==> config.mk <==
export PLATFORM = sky130hd
export DESIGN_NAME = spi_slave_flat
export DESIGN_NICKNAME = d
export VERILOG_FILES = /design/src/rtl/spi_ram_pkg.sv /design/src/rtl/spi_slave_if.sv /design/src/rtl/spi_slave.sv /design/src/flat_wrapper.sv
export SDC_FILE = /design/constraint.sdc
export NUM_CORES = 1
export LEC_CHECK = 0
export ABC_AREA = 0
export BUFFER_PORTS_ARGS = -buffer_cell sky130_fd_sc_hd__buf_2
export CAP_MARGIN = 0
export CORE_MARGIN = 2
export CORE_UTILIZATION = 51
export CTS_CLUSTER_SIZE = 40
export DETAILED_ROUTE_END_ITERATION = 6
export GPL_TIMING_DRIVEN = 0
export PLACE_DENSITY_LB_ADDON = 0.08
export SLEW_MARGIN = 20
export SYNTH_ARGS = -nofsm -noshare
export SYNTH_HDL_FRONTEND = slang
export SYNTH_SLANG_ARGS = --single-unit
==> constraint.sdc <==
create_clock -name clk -period 1.6 [get_ports clk]
set_input_delay 0 -clock clk [delete_from_list [all_inputs] [get_ports clk]]
set_output_delay 0 -clock clk [all_outputs]
set_load 0.005 [all_outputs]
==> src/rtl/spi_ram_pkg.sv <==
// Shared types and constants for the SPI-to-RAM slave.
// Command codes travel in rx_data[9:8]; the slave forwards them untouched.
package spi_ram_pkg;

   localparam int RX_W_DEF = 10;
   localparam int TX_W_DEF = 8;
   localparam int TX_BITS  = 8;

   localparam logic [1:0] CMD_WR_ADDR = 2'b00;
   localparam logic [1:0] CMD_WR_DATA = 2'b01;
   localparam logic [1:0] CMD_RD_ADDR = 2'b10;
   localparam logic [1:0] CMD_RD_DATA = 2'b11;

   typedef enum logic [2:0] {
      IDLE,
      CHK_CMD,
      WRITE,
      READ_ADD,
      READ_DATA
   } spi_state_e;

   // Progress through a frame once the command bit has routed it.
   typedef enum logic [2:0] {
      PH_SHIFT,
      PH_LOAD,
      PH_WAIT,
      PH_SEND,
      PH_HOLD
   } spi_phase_e;

endpackage

==> src/rtl/spi_slave_if.sv <==
// SPI pins plus the RAM-side word/strobe bundle.
// master drives the serial lines and the RAM read data.
interface spi_slave_if
   import spi_ram_pkg::*;
#(
   parameter int RX_W = RX_W_DEF,
   parameter int TX_W = TX_W_DEF
);

   logic            SS_n;
   logic            MOSI;
   logic            MISO;
   logic [RX_W-1:0] rx_data;
   logic            rx_valid;
   logic [TX_W-1:0] tx_data;
   logic            tx_valid;

   modport slave (
      input  SS_n,
      input  MOSI,
      input  tx_data,
      input  tx_valid,
      output MISO,
      output rx_data,
      output rx_valid
   );

   modport master (
      output SS_n,
      output MOSI,
      output tx_data,
      output tx_valid,
      input  MISO,
      input  rx_data,
      input  rx_valid
   );

endinterface

==> src/rtl/spi_slave.sv <==
// SPI slave: deserialises 10-bit RAM commands, serialises 8-bit read data.
// Everything runs on clk; MOSI is sampled on every rising edge.
module spi_slave
   import spi_ram_pkg::*;
#(
   parameter int RX_W = RX_W_DEF,
   parameter int TX_W = TX_W_DEF
) (
   input logic        clk,
   input logic        rst,
   spi_slave_if.slave bus
);

   localparam logic [3:0] LAST_BIT = 4'(RX_W - 1);

   spi_state_e      state;
   spi_state_e      state_nxt;
   spi_phase_e      phase;
   logic [RX_W-1:0] shreg;
   logic [RX_W-1:0] rx_word;
   logic            rx_strobe;
   logic            miso_bit;
   logic            rd_addr_seen;
   logic [3:0]      bit_cnt;
   logic [2:0]      tx_cnt;
   logic [TX_W-1:0] tx_word;
   logic            in_frame;

   assign bus.rx_data  = rx_word;
   assign bus.rx_valid = rx_strobe;
   assign bus.MISO     = miso_bit;

   always_ff @(posedge clk or posedge rst) begin
      if (rst) begin
         state <= IDLE;
      end else begin
         state <= state_nxt;
      end
   end

   always_comb begin
      state_nxt = state;
      if (bus.SS_n) begin
         state_nxt = IDLE;
      end else begin
         unique case (state)
            IDLE: begin
               state_nxt = CHK_CMD;
            end
            CHK_CMD: begin
               if (!bus.MOSI) begin
                  state_nxt = WRITE;
               end else if (rd_addr_seen) begin
                  state_nxt = READ_DATA;
               end else begin
                  state_nxt = READ_ADD;
               end
            end
            default: begin
               state_nxt = state;
            end
         endcase
      end
   end

   // Payload handling only happens once the command bit has picked a path.
   assign in_frame = !bus.SS_n
                  && (state != IDLE)
                  && (state != CHK_CMD);

   always_ff @(posedge clk or posedge rst) begin
      if (rst) begin
         phase        <= PH_SHIFT;
         shreg        <= '0;
         rx_word      <= '0;
         rx_strobe    <= 1'b0;
         miso_bit     <= 1'b0;
         rd_addr_seen <= 1'b0;
         bit_cnt      <= '0;
         tx_cnt       <= '0;
         tx_word      <= '0;
      end else begin
         rx_strobe <= 1'b0;
         if (!in_frame) begin
            phase    <= PH_SHIFT;
            bit_cnt  <= '0;
            tx_cnt   <= '0;
            miso_bit <= 1'b0;
         end else begin
            unique case (phase)
               PH_SHIFT: begin
                  shreg <= {shreg[RX_W-2:0], bus.MOSI};
                  if (bit_cnt == LAST_BIT) begin
                     phase <= PH_LOAD;
                  end else begin
                     bit_cnt <= bit_cnt + 4'd1;
                  end
               end
               PH_LOAD: begin
                  rx_word   <= shreg;
                  rx_strobe <= 1'b1;
                  if (state == READ_ADD) begin
                     rd_addr_seen <= 1'b1;
                  end
                  phase <= (state == READ_DATA) ? PH_WAIT : PH_HOLD;
               end
               PH_WAIT: begin
                  if (bus.tx_valid) begin
                     tx_word      <= bus.tx_data;
                     tx_cnt       <= 3'd7;
                     miso_bit     <= bus.tx_data[TX_BITS-1];
                     rd_addr_seen <= 1'b0;
                     phase        <= PH_SEND;
                  end
               end
               PH_SEND: begin
                  // tx_cnt names the bit currently on MISO.
                  if (tx_cnt == 3'd0) begin
                     miso_bit <= 1'b0;
                     phase    <= PH_HOLD;
                  end else begin
                     tx_cnt   <= tx_cnt - 3'd1;
                     miso_bit <= tx_word[tx_cnt - 3'd1];
                  end
               end
               PH_HOLD: begin
                  miso_bit <= 1'b0;
               end
               default: begin
                  phase <= PH_HOLD;
               end
            endcase
         end
      end
   end

endmodule

==> src/flat_wrapper.sv <==
// flat-port wrapper written by rule: the top's interface ports become plain ports
module spi_slave_flat import spi_ram_pkg::*;
#(
   parameter int RX_W = RX_W_DEF,
   parameter int TX_W = TX_W_DEF
)
  (clk, rst, bus_SS_n, bus_MOSI, bus_tx_data, bus_tx_valid, bus_MISO, bus_rx_data, bus_rx_valid);
  spi_slave_if #(.RX_W(RX_W), .TX_W(TX_W)) bus_i ();
  input logic clk;
  input logic rst;
  input wire logic [$bits(bus_i.SS_n)-1:0] bus_SS_n;
  input wire logic [$bits(bus_i.MOSI)-1:0] bus_MOSI;
  input wire logic [$bits(bus_i.tx_data)-1:0] bus_tx_data;
  input wire logic [$bits(bus_i.tx_valid)-1:0] bus_tx_valid;
  output wire logic [$bits(bus_i.MISO)-1:0] bus_MISO;
  output wire logic [$bits(bus_i.rx_data)-1:0] bus_rx_data;
  output wire logic [$bits(bus_i.rx_valid)-1:0] bus_rx_valid;
  assign bus_i.SS_n = bus_SS_n;
  assign bus_i.MOSI = bus_MOSI;
  assign bus_i.tx_data = bus_tx_data;
  assign bus_i.tx_valid = bus_tx_valid;
  assign bus_MISO = bus_i.MISO;
  assign bus_rx_data = bus_i.rx_data;
  assign bus_rx_valid = bus_i.rx_valid;
  spi_slave #(.RX_W(RX_W), .TX_W(TX_W)) u_core (.clk(clk), .rst(rst), .bus(bus_i));
endmodule
# ---- Word level (Yosys, flattened, before mapping)
# Index checks and enable logic that the tools add are counted.
dict set report op_classes {
  addsub 2
  n_lt_le_gt_ge 1
  n_eq_ne 20
  mux 28
  n_reduce_logical 17
}
# op n
set op_table {}
lappend op_table {{3-bit 2-to-1 mux} 11}
lappend op_table {{3-bit != test, second input constant} 5}
lappend op_table {{3-bit one-hot mux with 5 select lines} 1}
lappend op_table {{4-bit 2-to-1 mux} 3}
lappend op_table {{3-bit one-hot mux with 2 select lines} 2}
lappend op_table {{3-bit by 2-bit equality test with 1-bit output, second input constant} 3}
lappend op_table {{3-bit zero test} 3}
lappend op_table {{1-bit 2-to-1 mux} 8}
lappend op_table {{2-bit != test, second input constant} 4}
lappend op_table {{2-bit AND reduction} 4}
lappend op_table {{4-bit AND reduction} 2}
lappend op_table {{3-bit by 1-bit equality test with 1-bit output, second input constant} 2}
lappend op_table {{3-bit equality test, second input constant} 2}
lappend op_table {{3-bit AND reduction} 2}
lappend op_table {{3-bit nonzero test} 2}
lappend op_table {{4-bit by 1-bit adder with 4-bit output, second input constant} 1}
lappend op_table {{4-bit equality test, second input constant} 1}
lappend op_table {{3-bit by 4-bit less-than comparator with 1-bit output, second input constant} 1}
lappend op_table {{4-bit != test, second input constant} 1}
lappend op_table {{1-bit binary-select mux with 3-bit select} 1}
lappend op_table {{3-bit by 1-bit != test with 1-bit output, second input constant} 1}
lappend op_table {{1-bit one-hot mux with 3 select lines} 1}
lappend op_table {{3-bit by 1-bit subtractor with 3-bit output, second input constant} 1}
lappend op_table {{1-bit logical AND} 2}
lappend op_table {{4 further kinds} 4}
dict set report totals {
  register_bits 44
  in_bits 13
  output_inout_bits 12
  elab_cells 78
}

# ---- Depth between registers and ports, before layout
# Gate-level depths: netlist of run 1.
dict set report depth {
  word_depth 6
  ltp_mapped 7
  ltp_nobuf 6
}

# ---- Worst setup path before layout of run 1
# OpenSTA, ideal clock, no wires.
dict set report synth_timing {
  path_kind {reg2reg}
  start {register u_core.tx_cnt[0]}
  end {register u_core.miso_bit (netlist: u_core.bus.MISO)}
  setup_ns 0.136
  t_arrival_ns 1.350
  required_time_ns 1.464
  setup_slack_ns 0.114
  path_stages_with_launch 7
  n_path_buf 0
  period_less_slack_ns 1.486
  path_cell_list {dfrtp_1 -> inv_1 -> ha_1 -> mux4_2 -> mux2i_1 -> or2_1 -> a21oi_1}
}
dict set report synth_between {
  elab_chain_cells 6
  word_cells_on_any_way 7
  classes_between {1 x add/sub; 5 x mux; 1 x reduce/logical}
}
# element line
set synth_lines {}
lappend synth_lines {{start: declaration} spi_slave.sv:25} ;# logic [2:0] tx_cnt;
lappend synth_lines {{start signal: assignment} spi_slave.sv:122} ;# tx_cnt <= tx_cnt - 3'd1;
lappend synth_lines {{3-bit by 1-bit subtractor with 3-bit output} spi_slave.sv:123} ;# miso_bit <= tx_word[tx_cnt - 3'd1];
lappend synth_lines {{1-bit binary-select mux with 3-bit select} spi_slave.sv:123}
lappend synth_lines {{1-bit 2-to-1 mux (implied by the code)} spi_slave.sv:123}
lappend synth_lines {{1-bit 2-to-1 mux (*)} spi_slave.sv:118} ;# if (tx_cnt == 3'd0) begin
lappend synth_lines {{1-bit one-hot mux with 3 select lines (*)} spi_slave.sv:90} ;# unique case (phase)
lappend synth_lines {{1-bit 2-to-1 mux (*)} spi_slave.sv:84} ;# if (!in_frame) begin
lappend synth_lines {{end signal: assignment} spi_slave.sv:111} ;# miso_bit <= bus.tx_data[TX_BITS-1];
lappend synth_lines {{end signal: assignment} spi_slave.sv:123}
lappend synth_lines {{end: declaration} spi_slave.sv:22} ;# logic miso_bit;
# Mark *: on every way between the ends. The rest lies on a longest branch, timed or not. The select of a mux whose other input is x is not followed.
# A chain may end at the register's enable or synchronous reset.

# ---- Worst setup path in the final report of run 1
dict set report layout_timing {
  start {register u_core.phase[0]}
  end {register u_core.tx_cnt[0]}
}
dict set report layout_between {
  elab_chain_cells 3
  word_cells_on_any_way 8
  classes_between {5 x eq/ne; 2 x mux; 1 x reduce/logical}
}
# element line
set layout_lines {}
lappend layout_lines {{start: declaration} spi_slave.sv:18} ;# spi_phase_e phase;
lappend layout_lines {{start signal: assignment} spi_slave.sv:105} ;# phase <= (state == READ_DATA) ? PH_WAIT : PH_HOLD;
lappend layout_lines {{3-bit by 2-bit equality test with 1-bit output} spi_slave.sv:90}
lappend layout_lines {{3-bit != test (no line) / 3-bit one-hot mux with 2 select lines (equally long branches)} -}
lappend layout_lines {{3-bit AND reduction (no line) / 3-bit 2-to-1 mux (equally long branches)} -}
# Several ways; a longest one is shown, not always the timed one.

==> impl_metrics.toml, run 1 <==
[layout]
multi_input_area_um2 = 855
n_antenna_cell = 0
fin_cells = 268
syn2layout_area_growth_pct = 23.4
fill_cells = 286
drive_above_1_share_pct = 34.5
final_nets = 236
seq_area_um2 = 1100

[worst_setup_path]
crit_type = "flop to flop"
worstReg2RegStart = "u_core.phase[0]"
path_cells = "buf_4, nor2_2, a31oi_1, and2_4, mux2_4"
slowest_stage = "dfrtp_1"
cp_max_fo = 9
start_kind = "flop"
cp.required_ns = 1.77
crit_arrival_ns = 1.70
setup.worst_path.start = "u_core.phase[0]"
max_stage_delay_ns = 0.37
end_kind = "flop"

[timing]
slew_headroom_pct = 73.9
period_needed_ns = 1.53
worst_slack_ns = 0.0683
fmax_ghz = 0.653
fin_worst_skew_ns = 0.00762
fin_setup_tns_ns = 0
drv_slew = 0
period_share_pct = 95.7
tightest_slew_ns = 0.385
setup_violations = 0
finalHoldViolations = 0
rsz0062_at_grt = "no"

[power_and_ir_drop]
p_int_w = 0.00194
p_sw_w = 0.000552
pwr-share-seq_pct = 52.7
ir_worst_vdd_mv = 0.699
p_per_area_nw_per_um2 = 1010
sw_frac_of_total_pct = 22.1
clkPwrFrac_pct = 36.4
power_w = 0.00249
power_leakage_nw = 1.23
comb_power_share_pct = 10.8

[yosys]
synth_warnings = 0
synth_top_area_share_pct = 55.2
async_reset_ff_share_pct = 100
yosys.area.top_type = "dfrtp_1"
syn-instance-count = 176
seq_area_frac_synth_pct = 55.2
synth_area_leaders = "dfrtp_1 55%, mux2_2 10%, nand2_1 6.2%"
synthFlopType = "dfrtp_1"
synth_nets = 193
synth_most_common_cell = "dfrtp_1"
synth.avg_cell_area_um2 = 11.3
synth_cell_types = 41
synth_enable_flop_cells = 0
synth_common_cells = "44 x dfrtp_1, 33 x nand2_1, 18 x mux2_2"
synth_seq_cells = 44
netlist_area_um2 = 1990

[clocking]
htree_levels = 2
insertion_delay_ns = 0.29
clkTransAtPathRegs_ns = 0.08
cts-root-buf = "clkbuf_8"
cts_tree = "built"
numCtsBuffers = 5
cts.sinks = 44
clock_path_buffers = 2

[placement]
dp_slack_ns = -0.115
dp.final_hpwl_um = 2550
dp.cells = 249
gp_congestion = 0.886
place.port_buffers = 24

[grt]
gr-total-overflow = 0
grt_pass1_wl_um = 5920
grt_antenna_before_repair = 0
grt_pass1_vias = 1400
grt_max_degree = 34
track_usage_pct = 18.1

[route]
vias = 1397
wirelength_um = 3530
ant_nets = 0
drt_first_pass_iters = 4
drc_errors = 0
via_per_inst = 5.21
wl_per_cell_um = 13.2
drt_iter0_markers = 71

[status]
run_status = "complete, no violations"

[floorplanning]
io_pins = 25
initial_core_util_pct = 53.6
row_count = 22
die_h_um = 66.5
dieWidth_um = 66.5
core_area_um2 = 3720
die_area_um2 = 4420

[run]
cap_violations = 0

[worst_hold_path]
hold_path_class = "primary input to flop"
hp-start = "bus_MOSI"
==> layout make-up <==
| class | instances | area share, % |
|---|---|---|
| Clock buffer | 7 | 3.92 |
| Tap cell | 48 | 2.44 |
| Multi-Input combinational cell | 117 | 34.8 |
| Inverter | 11 | 1.68 |
| Clock inverter | 1 | 1.22 |
| Buffer | 4 | 1.02 |
| Timing Repair Buffer | 36 | 10.1 |
| Sequential cell | 44 | 44.9 |
==> power by group through the flow <==
stage | logic, W | clock network [W] | registers (W)
6_report | 0.000270 | 0.000909 | 0.00132
3_5_place_dp | 0.000240 | 0 | 0.00134
5_1_grt | 0.000301 | 0.000976 | 0.00133
3_3_place_gp | 0.000223 | 0 | 0.00133
4_1_cts | 0.000267 | 0.000934 | 0.00131
2_1_floorplan | 0.000187 | 0 | 0.00131
==> logic make-up (layout without fill, tap and decap cells) <==
family / after synthesis / after routing / synth area share (%)
buffers and inverters: 15 / 59 / 3.26
adder cells (fa/ha/maj): 4 / 4 / 2.51
AO/OA/AOI/OAI: 26 / 26 / 8.48
multiplexers: 23 / 23 / 14.4
flip-flops: 44 / 44 / 55.2
XOR/XNOR: 3 / 3 / 1.32
AND/OR/NAND/NOR: 61 / 61 / 14.8
==> through the flow <==
step / hold slack, ns / utilization (%) / cell area, um^2
4_1_cts: 0.00114 / 65.7 / 2440
5_1_grt: 0.000875 / 66.2 / 2460
6_report: 0.0113 / 66.2 / 2460
2_1_floorplan: 0.0664 / - / 1990
3_5_place_dp: -0.0455 / 59.0 / 2190
3_3_place_gp: 0.219 / 58.5 / 2170
==> worst paths after layout <==
| path | to | slack [ns] | cells past startpoint |
|---|---|---|---|
| worst max-delay path | u_core.tx_cnt[0] | 0.07 | 5 |
| worst min-delay path | u_core.shreg[0] | 0.01 | 2 |
| max in group asynchronous | u_core.tx_word[5] | 0.96 | 4 |
| min in group asynchronous | u_core.bit_cnt[3] | 0.19 | 3 |
| worst max register to register | u_core.tx_cnt[0] | 0.07 | 5 |
| worst min register to register | u_core.bus.rx_data[0] | 0.47 | 2 |
==> placed cells by master, fill, tap and decap left out, drive strengths merged, types with 3 or more instances in the layout <==
master	n
dfrtp	44
nand2	34
buf	29
mux2	20
nor2	11
inv	11
a21oi	10
dlygate4sd3	10
clkbuf	8
o21ai	5
ha	4
a31oi	3
==> critical path: cells and delay by family, from the launching register on <==
kind,cells,cell delay (ns)
buf+inv,1,0.17
mux,1,0.29
simple gates,2,0.43
flops,1,0.37
compound gates,1,0.15
==> flip-flops by register name, indices dropped and copies added (netlist names), 3 cells and up <==
register and flops:
u_core.bus.rx_data 10, u_core.shreg 10, u_core.tx_word 8, u_core.bit_cnt 4
u_core.phase 3, u_core.state 3, u_core.tx_cnt 3
==> repair_timing <==
| action | 4_1_cts | 5_1_grt |
|---|---|---|
| buffers inserted | 1 | 0 |
| setup endpoints to repair | 11 | 4 |
| gates resized for setup | 4 | 4 |
| hold endpoints to repair | 55 | 0 |
| hold buffers | 10 | 0 |
==> per-layer routing <==
layer,track usage [%],routed length [um]
met1,21.5,1640
met4,7.65,58
met2,30.9,1680
met3,5.07,150
met5,0,0
Note: power is estimated with default switching activity, not from simulation.
==> run 2, diff against run 1 <==
CELL_PAD_IN_SITES_DETAIL_PLACEMENT = 1   (was unset)
CELL_PAD_IN_SITES_GLOBAL_PLACEMENT = 1   (was unset)
CORE_UTILIZATION = 41   (was 51)
CTS_CLUSTER_SIZE = unset   (was 40)
==> impl_metrics.toml, run 2 (synthesized netlist as in run 1, its figures left out) <==
[layout]
syn2layout_area_growth_pct = 25.0
fin_util_pct = 53.1
final_nets = 239
final_common_cell = "dfrtp_1"
layout_common_cells = "41 x dfrtp_1, 33 x nand2_1, 25 x buf_2, 18 x mux2_2, 11 x dlygate4sd3_1"
drive_above_1_share_pct = 35.4
n_antenna_cell = 0

[run]
cap_violations = 0

[timing]
finalHoldViolations = 0
fin_worst_skew_ns = 0.0103
holdWs_ns = 0.129
setup_violations = 0
tightest_slew_ns = 0.354
slew_headroom_pct = 76.3
rsz0062_at_grt = "no"
fmax_ghz = 0.645
period_needed_ns = 1.55
period_share_pct = 96.9
fin_setup_tns_ns = 0
drv_slew = 0
worst_slack_ns = 0.0493

[route]
drc_errors = 0
via_per_inst = 5.26
drt_iter0_markers = 76
ant_nets = 0
wl_per_cell_um = 16.0
wirelength_um = 4430
vias = 1456
drt_first_pass_iters = 4

[placement]
gp_congestion = 0.762
place.port_buffers = 24
dp.final_hpwl_um = 3020
dp_slack_ns = -0.111

[worst_setup_path]
crit_type = "flop to flop"
critical-path-top-delay-family = "flip-flops"
end_kind = "flop"
crit_arrival_ns = 1.72
path_cells = "inv_2, ha_4, inv_1, o21ai_4, and2_4, mux2_4"
start_kind = "flop"
max_stage_delay_ns = 0.44
slowest_stage = "dfrtp_2"
cp_max_fo = 5
cp.required_ns = 1.77
path_buf_inv = 2

[clocking]
clkTransAtPathRegs_ns = 0.09
cts_tree = "built"
htree_levels = 2
clock_path_buffers = 2
numCtsBuffers = 5
insertion_delay_ns = 0.29
cts.sinks = 44
cts-root-buf = "clkbuf_8"

[worst_hold_path]
hold_path_class = "primary input to flop"

[floorplanning]
die_h_um = 73.7
initial_core_util_pct = 42.5
io_pins = 25
core_area_um2 = 4690
dieWidth_um = 73.7
row_count = 25
die_area_um2 = 5440

[grt]
gr-total-overflow = 0
grt_pass1_wl_um = 7260
grt_max_degree = 31
grt_antenna_before_repair = 0
grt_pass1_vias = 1487
track_usage_pct = 17.7

[status]
run_status = "complete, no violations"

[power_and_ir_drop]
ir_worst_vdd_mv = 0.459
power_leakage_nw = 1.25
p_per_area_nw_per_um2 = 983
run 2: repair_timing:
item,4_1_cts,5_1_grt
pin swaps,0,0
hold buffers,11,0
setup endpoints to repair,12,20
setup buffers,0,3
hold endpoints to repair,53,0
resized for setup,7,5
run 2: final timing paths:
check / cells after the start / to / from / slack [ns]
max reg2reg: 6 / u_core.tx_cnt[1] / u_core.tx_cnt[0] / 0.05
min reg2reg: 2 / u_core.bus.rx_data[9] / u_core.shreg[9] / 0.47
max in group asynchronous: 4 / u_core.state[1] / rst / 0.90
min: 3 / u_core.phase[0] / bus_tx_valid / 0.13
max: 6 / u_core.tx_cnt[1] / u_core.tx_cnt[0] / 0.05
min in group asynchronous: 3 / u_core.bit_cnt[1] / rst / 0.21
run 2: worst reg2reg max path, delay by kind of cell (launching register included):
kind / cells / cell delay (ns)
fa+ha+maj: 1 / 0.14
compound gates: 1 / 0.20
simple gates: 1 / 0.20
mux: 1 / 0.29
buf+inv: 2 / 0.15
flops: 1 / 0.44
run 2: layout make-up:
class,instances,area (um^2)
Buffer,4,25.0
Clock buffer,6,72.6
Clock inverter,2,35.0
Fill cell,537,2200
Inverter,11,41.3
Multi-Input combinational cell,117,872
Sequential cell,44,1100
Tap cell,54,67.6
Timing Repair Buffer,39,273
run 2: per-stage QoR:
stage          instances  instance area [um^2]  power [W]
2_1_floorplan        176                  1990    0.00150
3_3_place_gp         254                  2180    0.00156
3_5_place_dp         255                  2200    0.00159
4_1_cts              274                  2450    0.00247
5_1_grt              277                  2490    0.00257
6_report             277                  2490    0.00245
run 2: power breakdown:
part / total, W / switching, W / internal, W
clock: 0.000841 / 0.000377 / 0.000464
sequential: 0.00132 / 0.0000911 / 0.00123
combinational: 0.000288 / 0.000118 / 0.000170
total: 0.00245 / 0.000586 / 0.00186
run 2: per-layer routing:
| metal | part of all wire [%] | vias up | wire length (um) | track usage [%] |
|---|---|---|---|---|
| met5 | 0 | - | 0 | 0 |
| met4 | 1.3 | 0 | 59 | 5.86 |
| met3 | 3.1 | 6 | 138 | 3.98 |
| met2 | 52 | 25 | 2290 | 30.5 |
| met1 | 44 | 732 | 1940 | 21.8 |
| li1 | - | 693 | - | - |
